## src/rtl/pim_pkg.sv

```systemverilog
// Shared definitions for the PIM instruction dispatcher: instruction layout,
// class encodings, FSM state type and instruction builders.
package pim_pkg;

    localparam int INSTR_W   = 45;
    localparam int ADDR_W    = 10;
    localparam int DATA_W    = 32;
    localparam int OP_W      = 2;
    localparam int CLASS_W   = 3;
    localparam int CLASS_MSB = 44;
    localparam int CLASS_LSB = 42;
    localparam int ALU_BIT   = 44;
    localparam int ALU_PAD_W = 12;

    localparam logic [CLASS_W-1:0] CLASS_READ  = 3'b000;
    localparam logic [CLASS_W-1:0] CLASS_WRITE = 3'b001;

    typedef enum logic [1:0] {
        ST_IDLE  = 2'd0,
        ST_ISSUE = 2'd1,
        ST_WAIT  = 2'd2,
        ST_DONE  = 2'd3
    } state_t;

    function automatic logic [INSTR_W-1:0] make_mem(input logic [CLASS_W-1:0] cls,
                                                    input logic [ADDR_W-1:0]  addr,
                                                    input logic [DATA_W-1:0]  data);
        return {cls, addr, data};
    endfunction

    function automatic logic [INSTR_W-1:0] make_alu(input logic [OP_W-1:0]   op,
                                                    input logic [ADDR_W-1:0] src1,
                                                    input logic [ADDR_W-1:0] src2,
                                                    input logic [ADDR_W-1:0] dst);
        return {1'b1, op, src1, src2, dst, {ALU_PAD_W{1'b0}}};
    endfunction

endpackage

```

## src/rtl/pim_instr_dispatcher_if.sv

```systemverilog
// Host-side and control-unit-side signals of the dispatcher; the dispatcher
// connects through the slave modport, the driver of the block uses master.
interface pim_instr_dispatcher_if;
    import pim_pkg::*;

    logic               in_valid;
    logic [INSTR_W-1:0] in_instr;
    logic               in_ready;
    logic [INSTR_W-1:0] instruction;
    logic               operation_enable;
    logic               cu_ready;
    logic               busy;
    logic               done;
    logic               timeout_err;

    modport slave (
        input  in_valid, in_instr, cu_ready,
        output in_ready, instruction, operation_enable, busy, done, timeout_err
    );

    modport master (
        output in_valid, in_instr, cu_ready,
        input  in_ready, instruction, operation_enable, busy, done, timeout_err
    );

endinterface

```

## src/rtl/pim_instr_fifo.sv

```systemverilog
// Synchronous instruction queue of DEPTH entries with occupancy count; exposes
// both the head and the entry behind it so the dispatcher can chain issues.
module pim_instr_fifo
    import pim_pkg::*;
#(
    parameter int DEPTH = 4,
    localparam int AW    = $clog2(DEPTH),
    localparam int CNT_W = $clog2(DEPTH) + 1
) (
    input  logic               clk,
    input  logic               rst,
    input  logic               push,
    input  logic [INSTR_W-1:0] push_data,
    input  logic               pop,
    output logic [INSTR_W-1:0] head,
    output logic [INSTR_W-1:0] next_head,
    output logic [CNT_W-1:0]   count
);

    logic [INSTR_W-1:0] mem [DEPTH];
    logic [AW-1:0]      wr_ptr;
    logic [AW-1:0]      rd_ptr;
    logic               do_push;
    logic               do_pop;

    // Guards keep the queue consistent even if a caller misbehaves.
    assign do_push = push && (count < CNT_W'(DEPTH));
    assign do_pop  = pop && (count != '0);

    always_ff @(posedge clk) begin
        if (do_push) begin
            mem[wr_ptr] <= push_data;
        end
    end

    always_ff @(posedge clk or negedge rst) begin
        if (!rst) begin
            wr_ptr <= '0;
            rd_ptr <= '0;
            count  <= '0;
        end else begin
            if (do_push) begin
                wr_ptr <= wr_ptr + AW'(1);
            end
            if (do_pop) begin
                rd_ptr <= rd_ptr + AW'(1);
            end
            case ({do_push, do_pop})
                2'b10:   count <= count + CNT_W'(1);
                2'b01:   count <= count - CNT_W'(1);
                default: count <= count;
            endcase
        end
    end

    assign head      = mem[rd_ptr];
    assign next_head = mem[rd_ptr + AW'(1)];

endmodule

```

## src/rtl/pim_instr_dispatcher.sv

```systemverilog
// Queues host instructions and issues them one at a time to the PIM control
// unit. Optional WAIT timeout is built when PIM_DISPATCH_TIMEOUT_EN is defined.
module pim_instr_dispatcher
    import pim_pkg::*;
#(
    parameter int DEPTH          = 4,
    parameter int EN_CYCLES      = 2,
    parameter int TIMEOUT_CYCLES = 64
) (
    input  logic                   clk,
    input  logic                   rst,
    pim_instr_dispatcher_if.slave  bus
);

    localparam int CNT_W = $clog2(DEPTH) + 1;
    localparam int EN_W  = (EN_CYCLES > 1) ? $clog2(EN_CYCLES) : 1;
    localparam logic [EN_W-1:0] EN_LAST = EN_W'(EN_CYCLES - 1);

    // Elaborates only for an illegal configuration; nothing inside drives logic.
    if (DEPTH < 2 || (DEPTH & (DEPTH - 1)) != 0 || EN_CYCLES < 1 || TIMEOUT_CYCLES < 1) begin : g_param_illegal
    end

    state_t             state;
    state_t             state_nx;
    logic [EN_W-1:0]    en_cnt;
    logic               cu_prev;
    logic               cu_rise;
    logic               timed_out;
    logic               push;
    logic               pop;
    logic               load_head;
    logic               load_next;
    logic [INSTR_W-1:0] instr_q;
    logic [INSTR_W-1:0] head;
    logic [INSTR_W-1:0] next_head;
    logic [CNT_W-1:0]   count;

    assign bus.in_ready = (count < CNT_W'(DEPTH));
    assign push         = bus.in_valid && bus.in_ready;

    pim_instr_fifo #(.DEPTH(DEPTH)) u_fifo (
        .clk       (clk),
        .rst       (rst),
        .push      (push),
        .push_data (bus.in_instr),
        .pop       (pop),
        .head      (head),
        .next_head (next_head),
        .count     (count)
    );

    assign cu_rise = bus.cu_ready && !cu_prev;

    always_comb begin
        state_nx  = state;
        pop       = 1'b0;
        load_head = 1'b0;
        load_next = 1'b0;
        case (state)
            ST_IDLE: begin
                if (count != '0) begin
                    state_nx  = ST_ISSUE;
                    load_head = 1'b1;
                end
            end
            ST_ISSUE: begin
                if (en_cnt == EN_LAST) begin
                    state_nx = ST_WAIT;
                end
            end
            ST_WAIT: begin
                if (cu_rise) begin
                    state_nx = ST_DONE;
                end else if (timed_out) begin
                    // Dropped instruction leaves exactly like a completed one, minus done.
                    pop = 1'b1;
                    if (count > CNT_W'(1)) begin
                        state_nx  = ST_ISSUE;
                        load_next = 1'b1;
                    end else begin
                        state_nx = ST_IDLE;
                    end
                end
            end
            ST_DONE: begin
                pop = 1'b1;
                if (count > CNT_W'(1)) begin
                    state_nx  = ST_ISSUE;
                    load_next = 1'b1;
                end else begin
                    state_nx = ST_IDLE;
                end
            end
            default: state_nx = ST_IDLE;
        endcase
    end

    always_ff @(posedge clk or negedge rst) begin
        if (!rst) begin
            state   <= ST_IDLE;
            en_cnt  <= '0;
            cu_prev <= 1'b0;
            instr_q <= '0;
        end else begin
            state   <= state_nx;
            cu_prev <= bus.cu_ready;
            if (state == ST_ISSUE) begin
                en_cnt <= en_cnt + EN_W'(1);
            end else begin
                en_cnt <= '0;
            end
            // The head being popped is still in the queue, so chained issues take the next slot.
            if (load_head) begin
                instr_q <= head;
            end else if (load_next) begin
                instr_q <= next_head;
            end
        end
    end

`ifdef PIM_DISPATCH_TIMEOUT_EN
    localparam int WT_W = $clog2(TIMEOUT_CYCLES + 1);

    logic [WT_W-1:0] wait_cnt;
    logic            timeout_q;

    always_ff @(posedge clk or negedge rst) begin
        if (!rst) begin
            wait_cnt  <= '0;
            timeout_q <= 1'b0;
        end else begin
            if (state == ST_WAIT) begin
                wait_cnt <= wait_cnt + WT_W'(1);
            end else begin
                wait_cnt <= '0;
            end
            if (timed_out) begin
                timeout_q <= 1'b1;
            end
        end
    end

    assign timed_out       = (state == ST_WAIT) && !cu_rise &&
                             (wait_cnt == WT_W'(TIMEOUT_CYCLES - 1));
    assign bus.timeout_err = timeout_q;
`else
    assign timed_out       = 1'b0;
    assign bus.timeout_err = 1'b0;
`endif

    assign bus.instruction      = instr_q;
    assign bus.operation_enable = (state == ST_ISSUE);
    assign bus.done             = (state == ST_DONE);
    assign bus.busy             = (state != ST_IDLE) || (count != '0);

endmodule

```

## src/flat_wrapper.sv

```systemverilog
// flat-port wrapper written by rule: the top's interface ports become plain ports
module pim_instr_dispatcher_flat import pim_pkg::*;
#(
    parameter int DEPTH          = 4,
    parameter int EN_CYCLES      = 2,
    parameter int TIMEOUT_CYCLES = 64
)
  (clk, rst, bus_in_valid, bus_in_instr, bus_cu_ready, bus_in_ready, bus_instruction, bus_operation_enable, bus_busy, bus_done, bus_timeout_err);
  pim_instr_dispatcher_if bus_i ();
  input  logic clk;
  input  logic rst;
  input wire logic [$bits(bus_i.in_valid)-1:0] bus_in_valid;
  input wire logic [$bits(bus_i.in_instr)-1:0] bus_in_instr;
  input wire logic [$bits(bus_i.cu_ready)-1:0] bus_cu_ready;
  output wire logic [$bits(bus_i.in_ready)-1:0] bus_in_ready;
  output wire logic [$bits(bus_i.instruction)-1:0] bus_instruction;
  output wire logic [$bits(bus_i.operation_enable)-1:0] bus_operation_enable;
  output wire logic [$bits(bus_i.busy)-1:0] bus_busy;
  output wire logic [$bits(bus_i.done)-1:0] bus_done;
  output wire logic [$bits(bus_i.timeout_err)-1:0] bus_timeout_err;
  assign bus_i.in_valid = bus_in_valid;
  assign bus_i.in_instr = bus_in_instr;
  assign bus_i.cu_ready = bus_cu_ready;
  assign bus_in_ready = bus_i.in_ready;
  assign bus_instruction = bus_i.instruction;
  assign bus_operation_enable = bus_i.operation_enable;
  assign bus_busy = bus_i.busy;
  assign bus_done = bus_i.done;
  assign bus_timeout_err = bus_i.timeout_err;
  pim_instr_dispatcher #(.DEPTH(DEPTH), .EN_CYCLES(EN_CYCLES), .TIMEOUT_CYCLES(TIMEOUT_CYCLES)) u_core (.clk(clk), .rst(rst), .bus(bus_i));
endmodule
```

## config.mk

```make
export PLATFORM = sky130hd
export DESIGN_NAME = pim_instr_dispatcher_flat
export DESIGN_NICKNAME = d
export VERILOG_FILES = /design/src/rtl/pim_pkg.sv /design/src/rtl/pim_instr_dispatcher_if.sv /design/src/rtl/pim_instr_fifo.sv /design/src/rtl/pim_instr_dispatcher.sv /design/src/flat_wrapper.sv
export SDC_FILE = /design/constraint.sdc
export NUM_CORES = 1
export LEC_CHECK = 0
export CORE_MARGIN = 1
export CORE_UTILIZATION = 34
export CTS_CLUSTER_DIAMETER = 100
export CTS_CLUSTER_SIZE = 10
export DETAILED_ROUTE_END_ITERATION = 10
export PLACE_DENSITY = 0.57
export SLEW_MARGIN = 20
export SYNTH_ARGS = -nofsm -noshare
export SYNTH_HDL_FRONTEND = slang
export SYNTH_SLANG_ARGS = --single-unit
```

## constraint.sdc

```tcl
create_clock -name clk -period 4.1 [get_ports clk]
set_input_delay 0.41 -clock clk [delete_from_list [all_inputs] [get_ports clk]]
set_output_delay 0.41 -clock clk [all_outputs]
set_load 0.01 [all_outputs]
```

Word level (Yosys, flattened, before mapping)
Memory sizes are Yosys's and may differ from the RTL's. Index checks and enable logic that the tools add are counted.

Flip-flop bits (word level): 56. Bits in writable memories: 180. Bits of input ports: 49. Word-level logic and storage cells: 51. Memories kept: 1.

Memory list: u_core.u_fifo.mem (depth 4, bits a word 45, rd ports 2, clocked after memory_dff 0, write ports 1, line pim_instr_fifo.sv:20) `logic [INSTR_W-1:0] mem [DEPTH];`.

$add $sub $neg: 5. Magnitude comparators: 2. Equality and inequality tests: 8. Mux-type cells: 16. Reductions and logical operators: 12.

Operator list (number): 45-bit two-way mux (2); 1-bit two-way mux (9); 2-bit one-hot mux with 4 select lines (1); 2-bit == test, second input constant (3); 2-bit two-way mux (3); 2-bit by 1-bit != test with 1-bit output, second input constant (3); 3-bit one-hot mux with 2 select lines (1); 2-bit nonzero test (3); 2-bit by 1-bit adder with 2-bit output, second input constant (2); 2-bit by 1-bit == test with 1-bit output, second input constant (2); 1-bit logical AND (4); 3-bit by 1-bit adder with 3-bit output, second input constant (1); 3-bit by 1-bit greater-than comparator with 1-bit output, second input constant (1); 3-bit < comparator, second input constant (1); 3-bit AND reduction (1); 3-bit nonzero test (1); 3-bit by 1-bit subtractor with 3-bit output, second input constant (1); 2-bit zero test (1); 1-bit adder, second input constant (1); 1-bit zero test (1); 1-bit logical OR (1).

Logic depth before layout (Yosys ltp)
Gate-level depths: netlist of the first run.

Depth after elaboration: 5. Gate-level depth with buffers: 8.

Modules after synthesis
From an unflattened synthesis of the first run, not the netlist that was laid out.

Cells, all modules: 551. Area total of the unflattened synthesis: 10480.1 sq um.

Modules (own cells, without submodules): pim_instr_fifo (times used 1, cells an instance 328, area an instance 8081.5 sq um, seq. area each 5580.4 sq um); pim_instr_dispatcher (times used 1, cells an instance 223, area an instance 2398.6 sq um, seq. area each 1226.2 sq um).

Worst setup path before layout of the first run
Ideal clock, no wire load.

Path kind: flip-flop to flip-flop. Start: reg u_core.u_fifo.count[2]. End: mem u_core.u_fifo.mem[0][0], enable pin. Library setup time: 0.407 ns. Arrival: 1.862 ns. Slack: 1.831 ns. Stages on the path, launching flop included: 4. Path buffers: 1. Period minus slack after synthesis: 2.269 ns. Path through: dfrtp_1 nor2b_1 clkbuf_1 and2_1.

Cells in the longest elaborated chain, start to end: 5.

Ends and longest elaborated chain: start: declaration (line pim_instr_fifo.sv:17) `output logic [CNT_W-1:0] count`; start signal: assignment (line pim_instr_fifo.sv:49) `2'b10: count <= count + CNT_W'(1);`; start signal: assignment (line pim_instr_fifo.sv:50) `2'b01: count <= count - CNT_W'(1);`; start signal: assignment (line pim_instr_fifo.sv:51) `default: count <= count;`; 3-bit < comparator * (line pim_instr_fifo.sv:27, pim_instr_dispatcher.sv:38); 1-bit logical AND (line pim_instr_dispatcher.sv:39) `assign push = bus.in_valid && bus.in_ready;`; 1-bit logical AND * (line pim_instr_fifo.sv:27) `assign do_push = push && (count < CNT_W'(DEPTH));`; 1-bit two-way mux * (line pim_instr_fifo.sv:31) `if (do_push) begin`; 1-bit two-way mux (not written as such) * (line pim_instr_fifo.sv:32) `mem[wr_ptr] <= push_data;`; end: declaration (line pim_instr_fifo.sv:20).

Mark *: on every way between the ends. The rest lies on a longest branch, timed or not.

Worst setup path after layout of the first run
Start: reg u_core.u_fifo.count[0]. End: out bus_busy.

Cells in the longest elaborated chain, start to end: 2.

Ends and longest elaborated chain: 3-bit nonzero test (line pim_instr_dispatcher.sv:154) `assign bus.busy = (state != ST_IDLE) || (count != '0);`; 1-bit logical OR (line pim_instr_dispatcher.sv:154); end: declaration (line flat_wrapper.sv:18) `output wire logic [$bits(bus_i.busy)-1:0] bus_busy;`.

Every way passes these cells.

==> results of run 1 <==
logic make-up (layout without fill, tap and decap cells):
family,after synthesis,in the layout,share of synthesized area (%)
other,1,1,0.0354
AO/OA/AOI/OAI,54,54,3.40
AND/OR/NAND/NOR,157,157,8.38
XOR/XNOR,6,6,0.496
buffers and inverters,50,166,2.54
multiplexers,136,136,19.2
flip-flops,236,236,64.3
adder cells (fa/ha/maj),14,14,1.65
power groups by stage:
stage          registers (W)  logic [W]  clock network [W]
2_1_floorplan        0.00349    0.00270                  0
3_3_place_gp         0.00357    0.00379                  0
3_5_place_dp         0.00356    0.00380                  0
4_1_cts              0.00353    0.00382            0.00223
5_1_grt              0.00359    0.00410            0.00232
6_report             0.00352    0.00373            0.00218
area by class of cell:
type / instances / area (sq um)
Fill cell: 2782 / 17900
Clock inverter: 1 / 8.76
Sequential cell: 236 / 6810
Clock buffer: 49 / 779
Timing Repair Buffer: 106 / 1050
Tap cell: 396 / 495
Inverter: 10 / 37.5
Multi-Input combinational cell: 368 / 3530
worst reg2reg max path, stage by stage (launching register included):
cell	delay, ns
sky130_fd_sc_hd__dfrtp_1	0.40
sky130_fd_sc_hd__inv_1	0.13
sky130_fd_sc_hd__ha_1	0.27
sky130_fd_sc_hd__inv_1	0.11
sky130_fd_sc_hd__or3_2	0.81
sky130_fd_sc_hd__buf_4	0.38
sky130_fd_sc_hd__o22ai_1	0.20
sky130_fd_sc_hd__nor3_2	0.06
sequential cells by signal, indices dropped and copies added (netlist names):
register,flops
u_core.state,2
u_core.en_cnt,1
u_core.u_fifo.wr_ptr,2
u_core.u_fifo.mem,180
u_core.u_fifo.count,3
u_core.u_fifo.rd_ptr,2
u_core.cu_prev,1
u_core.bus.instruction,45
layer usage:
| layer | wire [um] | vias up | part of all wire (%) |
|---|---|---|---|
| li1 | - | 2710 | - |
| met1 | 10700 | 2994 | 47 |
| met2 | 10800 | 114 | 48 |
| met3 | 816 | 30 | 3.6 |
| met4 | 410 | 0 | 1.8 |
| met5 | 0 | - | 0 |
cells in the final DEF, fill, tap and decap left out, types with 2 or more instances in the layout:
cell,count
sky130_fd_sc_hd__o22ai_1,45
sky130_fd_sc_hd__mux4_2,45
sky130_fd_sc_hd__ha_1,14
sky130_fd_sc_hd__clkdlybuf4s50_1,96
sky130_fd_sc_hd__clkbuf_16,28
sky130_fd_sc_hd__and2_4,4
sky130_fd_sc_hd__nor2b_1,3
sky130_fd_sc_hd__xnor2_1,5
sky130_fd_sc_hd__clkbuf_1,21
sky130_fd_sc_hd__dfrtp_1,54
sky130_fd_sc_hd__edfxtp_1,180
sky130_fd_sc_hd__nand2_1,5
sky130_fd_sc_hd__nor2_1,92
sky130_fd_sc_hd__o21ai_0,4
sky130_fd_sc_hd__nor3_2,40
sky130_fd_sc_hd__nor3_1,6
sky130_fd_sc_hd__inv_1,10
sky130_fd_sc_hd__mux2_2,90
sky130_fd_sc_hd__nand2b_1,2
sky130_fd_sc_hd__buf_4,9
worst min-delay path by stage:
stage | endpoint | slack (ns) | cells past startpoint
final | u_core.state[1] | 0.01 | 1
after global routing | u_core.bus.instruction[4] | 0.07 | 1
after CTS | u_core.state[1] | 0.05 | 1
after detailed placement | u_core.en_cnt | 0.41 | 1
after global placement | u_core.en_cnt | 0.40 | 1
after floorplan | u_core.bus.instruction[0] | 0.11 | 0
through the flow:
step / std cells / setup WS [ns] / power, W
6_report: 1166 / 1.58 / 0.00943
5_1_grt: 1166 / 1.43 / 0.0100
4_1_cts: 1166 / 1.54 / 0.00958
3_5_place_dp: 1116 / 1.57 / 0.00737
3_3_place_gp: 1116 / 1.61 / 0.00736
2_1_floorplan: 654 / 1.83 / 0.00619
==> results.md, run 1 <==
- For met3 alone, demand over resource in global routing was 2.20%.
- STA puts the critical path data arrival time at 2.11 ns.
- TritonCTS built the clock tree.
- The final design area excluding fillers is 0.0127 sq mm.
- Counting every instance in the synthesized netlist gives 654.
- The via count of the first global-routing pass is 6034.
- At the end of routability-driven placement, the weighted congestion stood at 0.742.
- Once layout is complete, the utilization of the core stands at 41.6%.
- The count of nets left with antenna violations once routing finished came out at 0.
- The initial antenna violation count is 0.
- In the finished design, the share of the clock period the worst path needs comes to 61.5%.
- The relative slew slack is 38.2%.
- Counting instances in the post-synthesis netlist gives the leading cell types as sky130_fd_sc_hd__edfxtp_1 (180), sky130_fd_sc_hd__nor2_1 (92), sky130_fd_sc_hd__mux2_2 (90), sky130_fd_sc_hd__dfrtp_1 (56).
- Buffers placed on the I/O ports in this run total 97.
- The count of vias placed by the detailed router is 5848.
- The I/O pin count is 99.
- In the global route stage, met2 resource usage came out at 24.2%.
- The flow ran to the end, and the final reports show no timing, DRC or antenna violations.
- Per report_power, the clock group accounts for 23.2% of the total.
- At the pin with the least slew margin, the transition time is 0.927 ns.
- The slowest library cell on the worst path is sky130_fd_sc_hd__clkdlybuf4s50_1.
- Internal power comes to 0.00631 W.
- The buffer and inverter count on the worst path is 2.
- The logic gate share of total power is 39.6%.
- In this run the static leakage power is 4.28 nW.
- The setup slack of the worst register-to-register path is 1.62 ns.
- Counting I/O delays and the setup requirement, the final critical path takes 2.52 ns.
- The critical path depth is 5.
- Max-cap violations in this run came to 0.
- The mapped netlist covers 0.0106 sq mm.
- For the worst-skew pair, the clock arrives at the later sink with an insertion delay of 0.54 ns.
- The initial core utilization is 34.6%.
- The post-detailed-route wirelength per cell is 19.5 um.
- Of the post-synthesis cell area, the dominant cell type holds 51.0%.
- Buffers inserted during clock tree synthesis total 27.
- The sink count of the clock tree is 236.
- Yosys attributes the largest share of cell area to sky130_fd_sc_hd__edfxtp_1 (51%), sky130_fd_sc_hd__dfrtp_1 (13%), sky130_fd_sc_hd__mux2_2 (9.6%).
- Tracing the worst setup path back leads to its startpoint at u_core.u_fifo.count[0].
- The setup violation total in the final timing report is 0.
- The critical path goes through inv_1 -> ha_1 -> nor2b_2 -> nand2_1 -> clkdlybuf4s50_1.
- The layer with the highest usage is met2.
- The largest fanout of any net on the critical path is 6.
- Setup repair after global routing left no endpoint under its margin.
- In this run the worst hold path is classified as in -> async.
- The root buffer selected by CTS is sky130_fd_sc_hd__clkbuf_16.
- Dividing the detail-routed via count by the number of cells gives 5.02.
- When the netlist entered floorplanning its net count stood at 717.
- The total half-perimeter wirelength after legalization and detailed placement is 12.8 mm.
- The number of buffers added for setup after CTS is 0.
- The cts-stage hold buffer count is 0.
- Hold is met by 0.00966 ns.
- The worst setup path is captured at an output pin.
- The area overhead of the layout relative to synthesis is 20.0%.
- The final layout contains routed wiring with a total length of 22.8 mm.
- The worst register-to-register path ends at u_core.bus.instruction[19].
- The total congestion overflow is 0.
- The final net count is 812.
- The launching element type of the critical path is a register.
- Once the clock tree was built, the resizer swapped 0 gates to a different size.
- The wire length of the first global-routing pass is 35.1 mm.
- The area inside the core boundary is 0.0306 sq mm.
- Of all flip-flops after synthesis, the portion carrying an async set or reset was 23.7%.
- The share of final-layout standard cells stronger than drive strength 1 is 29.2%.
- The die boundary width is 178 um.
- The number of pins exceeding their max-slew limit in the final report is 0.
- The startpoint of the lowest-slack register-to-register path is u_core.state[1].
- Clock skew on the completed layout was measured at 0.0289 ns.
- The overall die height is 178 um.
- The global-route track usage on met1 is 20.2%.
- The longest clock path from root to sink contains 3 buffers.
- The power density over the cells is 742 mW/mm^2.
- For this run, the total global-route usage over all layers was measured as 14.6%.
- For this block, the initial DRC count from the detailed router was 273.
- The synthesized design contains 236 register bits.
- The first detailed-routing pass took 4 iterations.
- The delay of the slowest critical-path stage is 0.48 ns.
- Adding up every negative setup slack in the final design gives 0 ns.
- Of the total power, registers draw 37.3%.
- Yosys printed 0 warnings.
- The number of rows in the core area is 64.
- Entering global routing, the biggest net connects 57 pins.
- The number of distinct library cells after synthesis is 33.
- In the synthesized netlist the dominant register cell turns out to be sky130_fd_sc_hd__edfxtp_1.
- The required time at the endpoint of the critical path is 3.69 ns.
- Static timing analysis puts the maximum clock frequency at 397 MHz.
- Of the synthesized area, sequential elements account for 64.3%.
- The biggest area consumer among synthesized cells is sky130_fd_sc_hd__edfxtp_1.
- CTS built an H-tree with a depth of 1.
- The cell family with the largest share of critical-path delay is buffers and inverters.
- The number of remaining DRC errors is 0.
- The worst register-to-register path has a depth of 7.
- The most frequently used cell type in the post-synthesis netlist is sky130_fd_sc_hd__edfxtp_1.
- The cell area after placement is 0.0119 sq mm.
- Averaged over all synthesized cells, the footprint is 16.2 sq um.
- The die covers 0.0319 sq mm.
- The repair_antennas step left the layout with diodes totalling 0.
- Summed over all nets, the switching power comes to 0.00312 W.
- The worst-case IR drop observed on VDD is 0.371 mV.
- The class of the most critical setup path is reg -> out.
- Following the worst setup path forward leads to its endpoint at bus_busy.
- In this run, synthesis inferred 180 flip-flops with an integrated enable.
- Clock-pin slew was measured on the worst setup and hold paths at 0.06 ns.
- In this run switching power makes up 33.0% of total power.
- The count of endpoints failing hold in the final timing report is 0.
No activity file was read; power rests on OpenSTA's default activity.
==> run 2, diff against run 1 <==
==> constraint.sdc (replaced) <==
create_clock -name clk -period 2.4 [get_ports clk]
set_input_delay 0.24 -clock clk [delete_from_list [all_inputs] [get_ports clk]]
set_output_delay 0.24 -clock clk [all_outputs]
set_load 0.01 [all_outputs]
==> run 2 against run 1 <==
  * Critical path depth did not move
  * First-iteration DRC count grew 12%
  * Hold slack better by 0.18 ns
  * Non-clock buffer count up 15
  * Cell area up 1.8%
  * Sequential share of layout area is 0.97 points lower
  * Clock power increased by 67%
==> results.md, run 2 (synthesis gave the netlist of run 1 again) <==
- The flow ran to the end, and the final reports show no timing, DRC or antenna violations.
- The initial core utilization is 34.6% (unchanged).
- The worst hold path belongs to the class in -> reg.
- The part of the cycle the worst path needs is 95.3%.
- The power density over the cells is 1270 mW/mm^2 (+71%).
- The largest fanout of any net on the critical path is 6 (unchanged).
- The routed length on met3 was 971 um (+19%).
- Routed signal wires occupy layers up through met4.
- The I/O pin count was 99 (unchanged).
- The initial antenna violation count is 0 (unchanged).
- The number of clock buffers inserted by TritonCTS came to 27 (unchanged).
- The total half-perimeter wirelength after legalization and detailed placement is 14.0 mm (+9.5%).
- The later-pin clock latency in the skew report is 0.52 ns (-0.02 ns).
- The required time at the endpoint of the critical path is 2.16 ns (-1.53 ns).
- The share of final-layout standard cells stronger than drive strength 1 is 30.4% (+1.2 points).
- The clock transition time at the flip-flop clock pins of the worst setup and hold paths came to 0.06 ns (about the same).
- The final net count is 827 (+1.8%).
- The number of flip-flops under the largest register name is 180 (unchanged).
- The top cell types in the final layout, fill and taps aside, are sky130_fd_sc_hd__edfxtp_1 (180), sky130_fd_sc_hd__clkdlybuf4s50_1 (96), sky130_fd_sc_hd__nor2_1 (92).
- The largest buffer count on any clock path was 3 (unchanged).
- The wire length on met1 came to 10.6 mm (-1.6%).
- The delay of the slowest critical-path stage came to 0.53 ns (+0.05 ns).
- The deepest level of the CTS H-tree is 1 (unchanged).
- The via-per-instance ratio is 5.08 (+1.2%).
- The overall die height is 178 um (unchanged).
- The post-detailed-route wirelength per cell was 19.9 um (+1.9%).
- The number of pins exceeding their max-slew limit in the final report is 0 (unchanged).
- The count of vias placed by the detailed router is 5984 (+2.3%).
- The leakage power is 4.39 nW (+2.7%).
- Setup repair after global routing left no endpoint under its margin.
- The length of routed met2 wiring is 11.5 mm (+5.8%).
- STA classifies the critical path endpoint as an output pin.
- The die boundary width is 178 um (unchanged).
- The arrival time reported for the critical path endpoint is 2.05 ns (-0.06 ns).
- The transition at the pin with the smallest max-transition slack came to 0.689 ns (-0.238 ns).
- TritonCTS built the clock tree.
- The maximum clock frequency is 437 MHz.
- STA classifies the critical path startpoint as a register.
- The pin count of the biggest net entering global routing is 45 (-21%).
- The wire length of the first global-routing pass came to 36.2 mm (+3.0%).
- The sink count of the clock tree is 236 (unchanged).
- Traced cell by cell, the critical path runs through inv_1 -> ha_1 -> nor2b_4 -> nand2_1 -> clkdlybuf4s50_1.
- The most common library cell in the layout ignoring fill and taps is sky130_fd_sc_hd__edfxtp_1.
- The routability-driven placement congestion ratio is 0.729 (-1.8%).
- The register containing the most flip-flops in the final layout is u_core.u_fifo.mem.
- The count of port buffers added during placement was 97 (unchanged).
- The final routed wirelength across all metal layers is 23.5 mm (+3.1%).
- The overall power of the completed layout was 0.0164 W (+74%).
- The number of optimization iterations in the first detailed-route pass came to 4 (unchanged).
- The diode insertion count for antenna repair is 0 (unchanged).
- The total congestion overflow is 0 (unchanged).
- The peak ir drop on the vdd network is 0.614 mV (+66%).
- The largest individual stage delay along the critical path comes from the cell sky130_fd_sc_hd__clkdlybuf4s50_1.
- The maximum clock skew at final layout came to 0.0102 ns (-0.0186 ns).
- The total die area came to 0.0319 sq mm (unchanged).
- The setup violation total in the final timing report is 0 (unchanged).
- The count of nets left with antenna violations after detail routing is 0 (unchanged).
- The count of endpoints failing hold in the final timing report came to 0 (unchanged).
- The final critical-path required period is 2.29 ns.
- The root buffer selected by CTS is sky130_fd_sc_hd__clkbuf_16.
- The post-route setup TNS is 0 ns (unchanged).
- The number of design-rule violations left by the first detailed-router iteration is 306 (+12%).
- The number of remaining DRC errors is 0 (unchanged).
- The via count of the first global-routing pass was 6212 (+2.9%).
- The overall fraction of global-route tracks in use is 15.1% (+0.51 points).
- The area inside the core boundary is 0.0306 sq mm (unchanged).
- The class of the most critical setup path is reg -> out.
- Compared with the post-synthesis result, the final layout area differs by 22.3%.
- The number of max-capacitance violations reported is 0 (unchanged).
- The number of rows in the core area is 64 (unchanged).
- The relative slew slack was 54.1% (+16 points).
-- run 2: report_power, final --
| group | leakage [nW] | internal (W) | switching, W |
|---|---|---|---|
| clock | 0.364 | 0.00212 | 0.00153 |
| combinational | 1.77 | 0.00350 | 0.00331 |
| sequential | 2.26 | 0.00536 | 0.000594 |
-- run 2: what timing repair did --
action	4_1_cts	5_1_grt
setup endpoints to repair	0	1
hold buffers	1	0
buffers inserted	0	0
gates resized for setup	0	1
hold endpoints to repair	43	0
-- run 2: metal layers --
metal  up-vias  track usage (%)
met5         -                0
met4         0             3.92
met3        38             2.49
met2       120             25.9
met1      3088             19.9
li1       2738                -
-- run 2: worst max-delay path, delay by kind of cell, from the launching register on --
kind                     cells  cell delay, ns
AND/OR/NAND/NOR              2            0.24
buffers and inverters        2            0.62
flip-flops                   1            0.44
adder cells (fa/ha/maj)      1            0.22
-- run 2: final timing paths --
path	cells after the start	startpoint	slack, ns	to
max	5	u_core.u_fifo.count[0]	0.11	bus_busy
min	1	bus_cu_ready	0.19	u_core.cu_prev
max reg2reg	7	u_core.state[0]	0.34	u_core.bus.instruction[28]
min reg2reg	1	u_core.en_cnt	0.43	u_core.en_cnt
max in group asynchronous	3	rst	1.40	u_core.bus.instruction[7]
min in group asynchronous	2	rst	0.31	u_core.bus.instruction[12]
-- run 2: layout make-up --
class / instances / area [sq um]
repair buffers: 121 / 1300
clock inverters: 1 / 3.75
fillers: 2768 / 17600
well taps: 396 / 495
inverters: 10 / 37.5
clock buffers: 47 / 761
flip-flops and latches: 236 / 6810
multi-input cells: 368 / 3540
-- run 2: through the flow --
step                area [sq um]  util [%]  cells  hold WS [ns]  setup slack, ns
floorplan                  10600         -    654       -0.0556            0.131
global placement           12200      39.8   1130         0.335            0.402
detailed placement         12200      39.8   1130         0.334            0.350
CTS                        12900      42.3   1179         0.170          0.00887
global route               12900      42.3   1179         0.182           0.0155
finish                     12900      42.3   1179         0.191            0.113
==> run 3, diff against run 2 <==
==> constraint.sdc (replaced) <==
create_clock -name clk -period 2.4 [get_ports clk]
set_input_delay 0.36 -clock clk [delete_from_list [all_inputs] [get_ports clk]]
set_output_delay 0.36 -clock clk [all_outputs]
set_load 0.01 [all_outputs]
==> run 3 against run 2 <==
  * Total power down 0.60%
  * Fmax rose by 4.6%
  * Clock-buffer cell count is 2 higher
  * Global-route usage barely moved
  * Clock power increased by 1%
==> results.md, run 3 (synthesis gave the netlist of run 1 again) <==
- The power density over the cells came to 1260 mW/mm^2 (-0.45%).
- The final routed wirelength across all metal layers is 23.1 mm (-1.4%).
- The number of inserted filler cells in the final layout is 2780 (+0.43%).
- The number of non-filler instances in the completed layout came to 1181 (+0.17%).
- The switching power summed over all nets is 0.00536 W (-1.4%).
- The maximum clock skew at final layout is 0.0211 ns (+0.0109 ns).
- The cell family with the largest share of critical-path delay is flip-flops.
- The pin count of the biggest net entering global routing came to 70 (+56%).
- The total half-perimeter wirelength after legalization and detailed placement is 13.4 mm (-4.2%).
- The startpoint of the lowest-slack register-to-register path is u_core.state[0].
- The register containing the most flip-flops in the final layout is u_core.u_fifo.mem.
- The area inside the core boundary is 0.0306 sq mm (unchanged).
- The required time at the endpoint of the critical path is 2.04 ns (-0.12 ns).
- The tree is rooted in a sky130_fd_sc_hd__clkbuf_16.
- The number of placed instances, taps included is 1129 (-0.088%).
- The setup violation total in the final timing report is 0 (unchanged).
- The slowest library cell on the worst path is sky130_fd_sc_hd__dfrtp_1.
- The count of endpoints failing hold in the final timing report is 0 (unchanged).
- The leakage power is 4.38 nW (-0.37%).
- The internal portion of total power is 0.0110 W (-0.22%).
- The post-route setup TNS is 0 ns (unchanged).
- The clock tree from TritonCTS is built.
- The maximum clock frequency came to 457 MHz (+4.6%).
- Leaving out fill and tap cells, the most frequent cells in the layout are sky130_fd_sc_hd__edfxtp_1 (180), sky130_fd_sc_hd__clkdlybuf4s50_1 (95), sky130_fd_sc_hd__nor2_1 (92).
- The count of port buffers added during placement is 97 (unchanged).
- The class of the most critical setup path is reg -> out.
- The worst hold path begins at bus_cu_ready.
- The share of total power in the clock network is 22.6% (+0.4 points).
- The launching element type of the critical path is a register.
- The part of the cycle the worst path needs is 91.1% (-4.2 points).
- The total die area is 0.0319 sq mm (unchanged).
- The sink count of the clock tree is 236 (unchanged).
- The logic gate share of total power was 41.4% (about the same).
- The setup slack of the worst register-to-register path is 0.30 ns (-0.04 ns).
- The post-route core utilization came to 42.3% (-0.065 points).
- The overall fraction of global-route tracks in use is 15.1% (about the same).
- The number of clock buffers inserted by TritonCTS came to 27 (unchanged).
- The largest buffer count on any clock path is 3 (unchanged).
- The number of rows in the core area was 64 (unchanged).
- The I/O pin count is 99 (unchanged).
- The number of flip-flops under the largest register name is 180 (unchanged).
- The number of stages on the worst hold path is 1 (unchanged).
- The die boundary width is 178 um (unchanged).
- The largest fanout of any net on the critical path is 5 (-1).
- The area overhead of the layout relative to synthesis is 22.1%.
- The clock transition time at the flip-flop clock pins of the worst setup and hold paths is 0.06 ns (about the same).
- The final critical-path required period is 2.19 ns (-0.101 ns).
- The switching portion of total power is 32.8% (-0.25 points).
- The buffer and inverter count on the worst path is 2 (unchanged).
- The count of vias placed by the detailed router came to 5926 (-0.97%).
- The share of final-layout standard cells stronger than drive strength 1 is 30.6% (+0.22 points).
- The run finished with clean final reports.
- The via-per-instance ratio came to 5.02 (-1.1%).
- The path with the worst hold slack has its endpoint at u_core.cu_prev.
- The hold slack is 0.301 ns (+0.110 ns).
- The most common library cell in the layout ignoring fill and taps is sky130_fd_sc_hd__edfxtp_1.
- The delay of the slowest critical-path stage is 0.41 ns (-0.12 ns).
- The count of nets left with antenna violations after detail routing is 0 (unchanged).
- The initial core utilization is 34.6% (unchanged).
- The wire length of the first global-routing pass was 36.4 mm (+0.53%).
- The number of pins exceeding their max-slew limit in the final report is 0 (unchanged).
- The depth of the worst register-to-register path is 7 (unchanged).
- The arrival time reported for the critical path endpoint is 1.83 ns (-0.22 ns).
- The number of design-rule violations left by the first detailed-router iteration is 225 (-26%).
- In this run the critical register-to-register path is captured at u_core.bus.instruction[24].
- The via count of the first global-routing pass is 6277 (+1.0%).
- The class of the tightest hold or removal check is in -> reg.
- The deepest level of the CTS H-tree is 1 (unchanged).
- The number of optimization iterations in the first detailed-route pass is 4 (unchanged).
- The routability-driven placement congestion ratio came to 0.706 (-3.1%).
- The sequential power share was 36.0% (-0.3 points).
- The number of max-capacitance violations reported is 0 (unchanged).
- The later-pin clock latency in the skew report was 0.53 ns (about the same).
- The initial antenna violation count is 0 (unchanged).
- The post-detailed-route wirelength per cell is 19.6 um (-1.6%).
- The number of remaining DRC errors is 0 (unchanged).
- The peak ir drop on the vdd network came to 0.730 mV (+19%).
- The overall die height is 178 um (unchanged).
- The transition at the pin with the smallest max-transition slack came to 0.597 ns (-0.0924 ns).
- The final net count is 826 (-0.12%).
- Setup repair after global routing left no endpoint under its margin.
- The total congestion overflow came to 0 (unchanged).
- The relative slew slack is 60.2% (+6.2 points).
- The signal on the critical path passes through inv_1 -> ha_1 -> nor2b_4 -> nand2_1 -> dlygate4sd2_1.
- The worst setup path is captured at an output pin.
[run 3: area by class of cell]
| type | instances | area, sq um | area share, % |
|---|---|---|---|
| Clock buffer | 49 | 778 | 6.02 |
| Inverter | 10 | 37.5 | 0.290 |
| Tap cell | 396 | 495 | 3.83 |
| Timing Repair Buffer | 120 | 1250 | 9.71 |
| Clock inverter | 1 | 8.76 | 0.0677 |
| Antenna cell | 1 | 2.50 | 0.0194 |
| Multi-Input combinational cell | 368 | 3540 | 27.4 |
| Sequential cell | 236 | 6810 | 52.7 |
[run 3: metal layers]
layer	share of wire, %	GRT usage, %
met5	0	0
met4	1.7	3.32
met3	4.1	2.79
met2	50	26.4
met1	44	19.5
[run 3: how the worst max path moves through the flow]
stage	start	to	slack (ns)	cells after the start
6_report	u_core.u_fifo.count[1]	bus_busy	0.21	5
5_1_grt	u_core.u_fifo.count[1]	bus_busy	0.08	5
4_1_cts	u_core.u_fifo.count[1]	bus_busy	0.16	5
3_5_place_dp	u_core.state[0]	u_core.bus.instruction[41]	0.33	7
3_3_place_gp	u_core.state[0]	u_core.bus.instruction[38]	0.40	7
2_1_floorplan	u_core.u_fifo.count[2]	u_core.u_fifo.mem[0][0]	0.13	3
[run 3: worst reg2reg max path, delay by kind of cell (launching register included)]
family / cells / cell delay (ns)
and+or+nand+nor: 2 / 0.54
buffers and inverters: 3 / 0.53
DFF: 1 / 0.41
adders and majority gates: 1 / 0.27
AOI/OAI and AO/OA: 1 / 0.22
[run 3: timing repair]
| action | 4_1_cts | 5_1_grt |
|---|---|---|
| setup buffers | 0 | 0 |
| resized for setup | 3 | 0 |
| endpoints found under the hold margin | 35 | 0 |
| hold buffers | 1 | 0 |
| endpoints found under the setup margin | 1 | 0 |
[run 3: stage by stage]
stage          instance area (sq um)  setup slack [ns]  total power (W)
6_report                       12900             0.213           0.0163
5_1_grt                        12900            0.0792           0.0174
4_1_cts                        12900             0.164           0.0166
3_5_place_dp                   12100             0.334           0.0128
3_3_place_gp                   12100             0.402           0.0128
2_1_floorplan                  10600             0.131           0.0106
[run 3: power by group through the flow]
stage          combinational (W)  clock [W]  sequential, W
2_1_floorplan            0.00461          0        0.00596
6_report                 0.00676    0.00369        0.00587
3_5_place_dp             0.00687          0        0.00595
4_1_cts                  0.00691    0.00381        0.00589
5_1_grt                  0.00743    0.00395        0.00598
3_3_place_gp             0.00682          0        0.00595
